`config.mk`:
```
export PLATFORM = sky130hd
export DESIGN_NAME = key_dir_ctrl
export DESIGN_NICKNAME = d
export VERILOG_FILES = /design/src/rtl/snake_pkg.sv /design/src/rtl/dir_fifo.sv /design/src/rtl/key_dir_ctrl.sv
export SDC_FILE = /design/constraint.sdc
export NUM_CORES = 1
export LEC_CHECK = 0
export ABC_CLOCK_PERIOD_IN_PS = 2600
export CORE_MARGIN = 2
export CORE_UTILIZATION = 43
export CTS_CLUSTER_DIAMETER = 40
export CTS_CLUSTER_SIZE = 20
export DETAILED_ROUTE_END_ITERATION = 7
export HOLD_SLACK_MARGIN = 0.06
export PLACE_DENSITY = 0.7
export SYNTH_ARGS = -nofsm -noshare
export SYNTH_HDL_FRONTEND = slang
export SYNTH_SLANG_ARGS = --single-unit
```
`constraint.sdc`:
```
create_clock -name clk -period 2.6 [get_ports clk]
set_input_delay 0.52 -clock clk [delete_from_list [all_inputs] [get_ports clk]]
set_output_delay 0.52 -clock clk [all_outputs]
set_load 0.005 [all_outputs]
```
`src/rtl/snake_pkg.sv`:
```
// Shared direction encoding for the snake game: 2-bit direction type, named
// directions and the opposite-direction helper. Opposites differ only in bit 0.
package snake_pkg;

  typedef logic [1:0] dir_t;

  localparam dir_t DIR_UP    = 2'd0;
  localparam dir_t DIR_DOWN  = 2'd1;
  localparam dir_t DIR_LEFT  = 2'd2;
  localparam dir_t DIR_RIGHT = 2'd3;

  typedef enum logic [1:0] {
    OCC_EMPTY = 2'd0,
    OCC_PART  = 2'd1,
    OCC_FULL  = 2'd2
  } occ_t;

  function automatic dir_t opposite(input dir_t d);
    return d ^ 2'b01;
  endfunction

endpackage

```
`src/rtl/dir_fifo.sv`:
```
// Small turn queue: DEPTH entries of 2-bit direction, head and tail visible
// combinationally. A push into a full queue succeeds only alongside a pop.
module dir_fifo
  import snake_pkg::*;
#(
  parameter int DEPTH = 2
) (
  input  logic       clk,
  input  logic       rst,
  input  logic       push,
  input  logic       pop,
  input  dir_t       wdata,
  output dir_t       head,
  output dir_t       tail,
  output logic       full,
  output logic       empty,
  output logic [2:0] count
);

  localparam int PW = (DEPTH > 1) ? $clog2(DEPTH) : 1;

  dir_t          mem_q [DEPTH];
  logic [PW-1:0] rd_ptr_q, rd_ptr_d;
  logic [PW-1:0] wr_ptr_q, wr_ptr_d;
  logic [PW-1:0] tail_ptr;
  logic [2:0]    cnt_q, cnt_d;
  occ_t          occ_q, occ_d;
  logic          do_push, do_pop;

  function automatic logic [PW-1:0] ptr_inc(input logic [PW-1:0] p);
    return (p == PW'(DEPTH - 1)) ? '0 : p + PW'(1);
  endfunction

  always_ff @(posedge clk) begin
    if (rst) begin
      occ_q    <= OCC_EMPTY;
      cnt_q    <= 3'd0;
      rd_ptr_q <= '0;
      wr_ptr_q <= '0;
    end else begin
      occ_q    <= occ_d;
      cnt_q    <= cnt_d;
      rd_ptr_q <= rd_ptr_d;
      wr_ptr_q <= wr_ptr_d;
    end
  end

  // Storage carries no reset; occupancy alone decides what is valid.
  always_ff @(posedge clk) begin
    if (do_push) mem_q[wr_ptr_q] <= wdata;
  end

  always_comb begin
    do_pop   = pop && (occ_q != OCC_EMPTY);
    do_push  = push && ((occ_q != OCC_FULL) || do_pop);
    rd_ptr_d = do_pop  ? ptr_inc(rd_ptr_q) : rd_ptr_q;
    wr_ptr_d = do_push ? ptr_inc(wr_ptr_q) : wr_ptr_q;
    cnt_d    = cnt_q;
    case ({do_push, do_pop})
      2'b10:   cnt_d = cnt_q + 3'd1;
      2'b01:   cnt_d = cnt_q - 3'd1;
      default: cnt_d = cnt_q;
    endcase
    if (cnt_d == 3'd0)              occ_d = OCC_EMPTY;
    else if (cnt_d == 3'(DEPTH))    occ_d = OCC_FULL;
    else                            occ_d = OCC_PART;
  end

  always_comb begin
    full     = (occ_q == OCC_FULL);
    empty    = (occ_q == OCC_EMPTY);
    count    = cnt_q;
    tail_ptr = (wr_ptr_q == '0) ? PW'(DEPTH - 1) : wr_ptr_q - PW'(1);
    head     = mem_q[rd_ptr_q];
    tail     = mem_q[tail_ptr];
  end

endmodule

```
`src/rtl/key_dir_ctrl.sv`:
```
// Snake direction controller: resolves key pulses by priority, rejects
// non-turns against the last queued direction, and applies one turn per step.
module key_dir_ctrl
  import snake_pkg::*;
#(
  parameter int   DEPTH    = 2,
  parameter dir_t INIT_DIR = 2'd3
) (
  input  logic       clk,
  input  logic       rst,
  input  logic       key_up,
  input  logic       key_down,
  input  logic       key_left,
  input  logic       key_right,
  input  logic       step_req,
  output dir_t       dir,
  output logic       dir_chg,
  output logic       key_drop,
  output logic [2:0] pend_cnt
);

  dir_t       dir_q, dir_d;
  logic       dir_chg_q, dir_chg_d;
  logic       key_drop_q, key_drop_d;
  logic [3:0] keys;
  logic       win_vld, multi, is_turn, push, pop;
  dir_t       win, ref_dir, head, tail;
  logic       full, empty;
  logic [2:0] count;

  dir_fifo #(.DEPTH(DEPTH)) u_fifo (
    .clk   (clk),
    .rst   (rst),
    .push  (push),
    .pop   (pop),
    .wdata (win),
    .head  (head),
    .tail  (tail),
    .full  (full),
    .empty (empty),
    .count (count)
  );

  always_comb begin
    keys    = {key_up, key_down, key_left, key_right};
    win_vld = |keys;
    multi   = (keys & (keys - 4'd1)) != 4'd0;
    if (key_up)        win = DIR_UP;
    else if (key_down) win = DIR_DOWN;
    else if (key_left) win = DIR_LEFT;
    else               win = DIR_RIGHT;
    // Compare against the newest pending turn, using pre-pop queue contents.
    ref_dir    = empty ? dir_q : tail;
    is_turn    = (win != ref_dir) && (win != opposite(ref_dir));
    pop        = step_req && !empty;
    push       = win_vld && is_turn && (!full || pop);
    dir_d      = pop ? head : dir_q;
    dir_chg_d  = pop;
    key_drop_d = multi || (win_vld && !is_turn) || (win_vld && is_turn && full && !pop);
  end

  always_ff @(posedge clk) begin
    if (rst) begin
      dir_q      <= INIT_DIR;
      dir_chg_q  <= 1'b0;
      key_drop_q <= 1'b0;
    end else begin
      dir_q      <= dir_d;
      dir_chg_q  <= dir_chg_d;
      key_drop_q <= key_drop_d;
    end
  end

  assign dir      = dir_q;
  assign dir_chg  = dir_chg_q;
  assign key_drop = key_drop_q;
  assign pend_cnt = count;

endmodule

```
; Word level (Yosys, flattened, before mapping)
; Memory sizes are Yosys's and may differ from the RTL's. A register that Yosys moved wholly into a read port is not among the register bits.
; Index checks and enable logic that the tools add are counted.
[word_totals]
n_memories = 1
mem_bits_rw = 4
reg_bits = 9
out_inout_bits = 7
elab_cells = 56
input_bits = 7
[op_classes]
eq_ne = 7
mux = 11
reduce_logical = 23
addsub = 6
bitwise = 2
[mem_list]
columns = memory, depth, width, rd, rd_clocked_by_memory_dff, wr, line_no
row1 = u_fifo.mem_q, 2, 2, 2, 1, 1, dir_fifo.sv:22  ; dir_t mem_q [DEPTH];
[op_table]
columns = op, n
row1 = logical AND 1 bit, 9
row2 = two-way mux 2 bit, 4
row3 = two-way mux 1 bit, 6
row4 = one-hot mux 3 bit (2 select lines), 1
row5 = bitwise AND 4 bit, 1
row6 = "equality test 2 bit, second input constant", 2
row7 = zero test 1 bit, 4
row8 = logical OR 1 bit, 4
row9 = inequality test 2 bit, 2
row10 = nonzero test 4 bit, 1
row11 = OR reduction 4 bit, 1
row12 = "subtractor 4 x 1 -> 4 bit, second input constant", 1
row13 = "adder 3 x 1 -> 3 bit, second input constant", 1
row14 = "equality test 3 x 2 -> 1 bit, second input constant", 1
row15 = zero test 3 bit, 1
row16 = "subtractor 3 x 1 -> 3 bit, second input constant", 1
row17 = "adder 1 bit, second input constant", 2
row18 = "equality test 2 x 1 -> 1 bit, second input constant", 1
row19 = zero test 2 bit, 1
row20 = "inequality test 2 bit, second input constant", 1
row21 = nonzero test 2 bit, 1
row22 = OR reduction 2 bit, 1
row23 = inverter 1 bit, 1
row24 = "subtractor 1 bit, second input constant", 1

; Logic depth before layout (Yosys ltp)
; Gate-level depths: netlist (run 1).
; An unclocked memory read counts as a cell.
[logic_depth]
ltp_word = 14
mapped_depth = 11

; By module
; A second synthesis (run 1) with hierarchy kept.
[hier_totals]
hier_cells = 87
hier_area_um2 = 860.8
[by_module_without_submodules]
columns = module, area_each_um2, seq_area_each_um2, cells_per_inst, instances
row1 = dir_fifo, 625.6, 280.3, 61, 1
row2 = key_dir_ctrl, 235.2, 80.1, 26, 1

; Worst setup path before layout (run 1)
; Ideal clock, no wire load.
[synth_timing]
path_type = input -> register
startpoint = in step_req
endpoint = reg u_fifo.occ_q[0]
arrival_time_ns = 2.402
cell_stages = 10
setup_time_ns = 0.074
n_path_buf = 0
path_slack_ns = 0.124
cell_sequence = or3b_1 > o211ai_1 > mux2i_1 > inv_1 > ha_1 > inv_1 > fa_1 > xor2_1 > or3_1 > a31oi_1
[synth_via]
elab_chain_cells = 8
[synth_rtl]
columns = item, line_no
row1 = start: declaration, key_dir_ctrl.sv:15  ; input logic step_req,
row2 = logical AND 1 bit *, key_dir_ctrl.sv:55  ; pop = step_req && !empty;
row3 = logical OR 1 bit or logical AND 1 bit (tied branches), "key_dir_ctrl.sv:56, dir_fifo.sv:54"
row4 = logical AND 1 bit or logical OR 1 bit (tied branches), "key_dir_ctrl.sv:56, dir_fifo.sv:55"
row5 = logical AND 1 bit, dir_fifo.sv:55  ; do_push = push && ((occ_q != OCC_FULL) || do_pop);
row6 = equality test 2 x 1 -> 1 bit or equality test 2 bit (tied branches), dir_fifo.sv:59  ; case ({do_push, do_pop})
row7 = one-hot mux 3 bit (2 select lines) *, dir_fifo.sv:59
row8 = equality test 3 x 2 -> 1 bit or zero test 3 bit (tied branches), "dir_fifo.sv:65, dir_fifo.sv:64"
row9 = two-way mux 2 bit or OR reduction 2 bit (tied branches), n/a
row10 = end signal: assignment, dir_fifo.sv:36  ; occ_q <= OCC_EMPTY;
row11 = end signal: assignment, dir_fifo.sv:41  ; occ_q <= occ_d;
row12 = end: declaration, dir_fifo.sv:27  ; occ_t occ_q, occ_d;
; Mark *: on every way between the ends. The rest lies on a longest branch, timed or not.
; A chain may end at the register's enable or synchronous reset.

; Worst setup path after layout (run 1)
; Ends and elaborated chain as after synthesis.

==> metrics.md, run 1 <==
| Metric | Value |
|---|---|
| Status | `finished clean` |
| DR vias | `about 650` |
| Critical setup path kind | `input port to flop` |
| Crit-path max cell delay | `400 ps` |
| Sequential area share after synthesis | `48.9%` |
| Final hold vios | `0` |
| Largest delay share family, worst path | `simple AND/OR/NAND/NOR gates` |
| CP Data Required Time | `2790 ps` |
| Post-synthesis adder-cell area fraction | `6.12%` |
| PwrDens | `1190 nW/um^2` |
| Pwr Total | `approximately 1.3 mW` |
| Unrepaired setup endpoints after global routing | `false` |
| Final-report setup violation count | `0` |
| Crit-path slowest cell | `or3b_4` |
| Core area | `1510 sq um` |
| Mux share of post-synthesis cell area | `~7.4%` |
| Drt initial violations | `11` |
| Post-synthesis simple-gate area fraction | `about 15%` |
| Placer congestion estimate | `0.800` |
| Clk_lat worst skew | `280 ps` |
| Post-Synth XOR/XNOR Area | `about 6.3%` |
| Max Slew Vio Count | `0` |
| Ports | `14` |
| # clock sinks | `15` |
| Hpwl dp | `981 um` |
| CP Cell Sequence | `clkdlybuf4s15_1 > or3b_4 > o211ai_1 > mux2i_2 > inv_2 > ha_4 > inv_2 > fa_2 > xor2_2 > or3_4 > a31oi_1` |
| Crit path max fanout | `3` |
| Largest family of logic cells by synthesized area | `simple AND/OR/NAND/NOR gates` |
| CTS clock-pin slew for the worst setup and hold paths | `90 ps` |
| Routed wire per std cell | `13.2 um` |
| Average size of a mapped cell | `9.94 sq um` |
| Antenna Violating Nets Remaining | `0` |
| Async set or reset register ratio after synthesis | `0%` |
| Most frequent cell after synthesis | `dfxtp_1` |
| Synth unique cells | `26` |
| EDFF count, synth | `4` |
| Starting Density | `46.2%` |
| Compound-Gate Fraction of Synth Area | `12.2%` |
| Hold Buf Count CTS | `0` |
| First-pass GRT wire length | `about 2.6 mm` |
| Overall fraction of global-route tracks in use | `19.5%` |
| Detailed Routing Iterations Pass 1 | `4` |
| Most frequent cells after synthesis | `11 x dfxtp_1, 10 x nor2_1, 7 x inv_1` |
| Antenna violations before repair | `0` |
| Finished Core Util | `between 70 and 80%` |
| Area delta synth->final | `57.2%` |
| Clock Skew | `7.62 ps` |
| Yosys top cell area share | `31.7%` |
| Diode count | `0` |
| DRT Wirelength | `1.62 mm` |
| Min cycle time layout | `2530 ps` |
| P_leak | `0.462 nW` |
| Synth warn | `0` |
| Hold Path Class | `flop to flop` |
| Synth area leaders | `dfxtp_1 32%, edfxtp_1 17%, xor2_1 6.3%, mux2i_1 5.8%, nor2_1 5.4%` |
| Deepest clock path buffer count | `2` |
| Fin Hold WS | `466 ps` |
| Layout cell share with drive strength beyond 1 | `38.3%` |
| TritonCTS buffer count | `3` |
| Post-synth top area cell | `dfxtp_1` |
| Netlist Area Pre-Place | `696 sq um` |
| DRC errors left | `0` |
| Root Driver | `clkbuf_4` |
| Fill count | `107` |
| FP Rows | `14` |
| H-tree lvl count | `1` |
| Flops & latches, synth | `15` |
| Most used cell along the critical path | `inv_2` |
| Worst IR drop on VDD | `0.821 mV` |
| Syn nets | `79` |
| Pin count of the biggest net entering global routing | `13` |
| Grt ovf | `0` |
| TritonCTS clock tree | `built` |
| Element type at the critical path end | `flop` |
| Die Wd | `44.2 um` |
| Synthesized instance count | `70` |
| Fmax | `roughly 0.40 GHz` |
| Slew @ Worst Pin | `468 ps` |
| FF-to-FF setup slack | `roughly 110 ps` |
| CP arrival | `2720 ps` |
| Vias per cell | `5.26` |
| Final period utilization | `a little over nine tenths` |
| Fin nets | `117` |
| Die height | `about 44 um` |
| Buf/Inv on CP | `3` |
| Max-slew headroom | `68.7%` |
| Critical Path Start Type | `input port` |
| Port bufs | `13` |
| Die area | `1960 sq um` |
| Vias in the first global route | `637` |
| Main synth FF type | `dfxtp_1` |
| Max-cap violations | `0` |
[what timing repair did]
action | CTS | global route
resized for setup | 9 | 15
endpoints found under the setup margin | 3 | 5
buffers inserted | 9 | 2
pin swaps | 7 | 10
[layer usage]
layer	track usage (%)	routed length [um]	up-vias
li1	-	-	318
met5	0	0	-
met1	23.1	713	311
met4	12.1	19	0
met3	4.90	54	2
met2	31.5	831	16
[area by class of cell]
class,instances,area [sq um],area share [%]
Timing Repair Buffer,34,292,26.7
Tap cell,16,20.0,1.83
Multi-Input combinational cell,47,384,35.1
Clock buffer,3,22.5,2.06
Inverter,7,26.3,2.40
Clock inverter,1,5.00,0.458
Sequential cell,15,344,31.5
[stage by stage]
stage               worst slack, ps  area, sq um  instances  TNS [ps]
CTS                            38.6         1040        122         0
floorplan                       124          696         70         0
global placement               -397          925        109     -1280
finish                         73.9         1090        123         0
global route                   34.7         1090        123         0
detailed placement             -432          925        109     -1430
[cell families (layout without fill, tap and decap cells)]
logic type	after synthesis	after routing
AO/OA/AOI/OAI	13	13
buffers and inverters	8	45
flip-flops	15	15
adder cells (fa/ha/maj)	3	3
multiplexers	5	5
AND/OR/NAND/NOR	21	21
XOR/XNOR	5	5
[cell usage in the layout (no fill, tap or decap), types with 3 or more instances in the layout]
cell type,n
buf_4,20
nor2_1,9
o21ai_0,3
edfxtp_1,4
xor2_1,4
dfxtp_2,3
dfxtp_1,8
inv_1,5
nor3_1,3
clkdlybuf4s50_1,9
clkbuf_4,3
[final timing paths]
| path | depth (start not counted) | start | to |
|---|---|---|---|
| worst max-delay path | 11 | step_req | u_fifo.occ_q[0] |
| worst min-delay path | 1 | dir[0] | dir[0] |
| worst max register to register | 13 | u_fifo.occ_q[1] | u_fifo.mem_q[0][0] |
| worst min register to register | 1 | dir[0] | dir[0] |
[where the power goes]
| group | switching (mW) | internal (mW) |
|---|---|---|
| Sequential | 0.0734 | 0.338 |
| Combinational | 0.313 | 0.446 |
| Clock | 0.0728 | 0.0570 |
| Total | 0.460 | 0.842 |
[flip-flops by register name (all words and copies together), names as in the netlist]
signal           count
dir                  2
u_fifo.rd_ptr_q      1
u_fifo.occ_q         2
u_fifo.wr_ptr_q      1
key_drop             1
u_fifo.mem_q         4
dir_chg              1
u_fifo.count         3
Note: power is estimated with default switching activity, not from simulation.
==> inputs of run 2 (changes only) <==
--- a/config.mk
+++ b/config.mk
@@ -6,6 +6,7 @@
 export NUM_CORES = 1
 export LEC_CHECK = 0
 export ABC_CLOCK_PERIOD_IN_PS = 2600
+export CAP_MARGIN = 20
 export CORE_MARGIN = 2
 export CORE_UTILIZATION = 43
 export CTS_CLUSTER_DIAMETER = 40
==> results of run 2 <==
Final layout, timing and power as in run 1 (identical DEF).
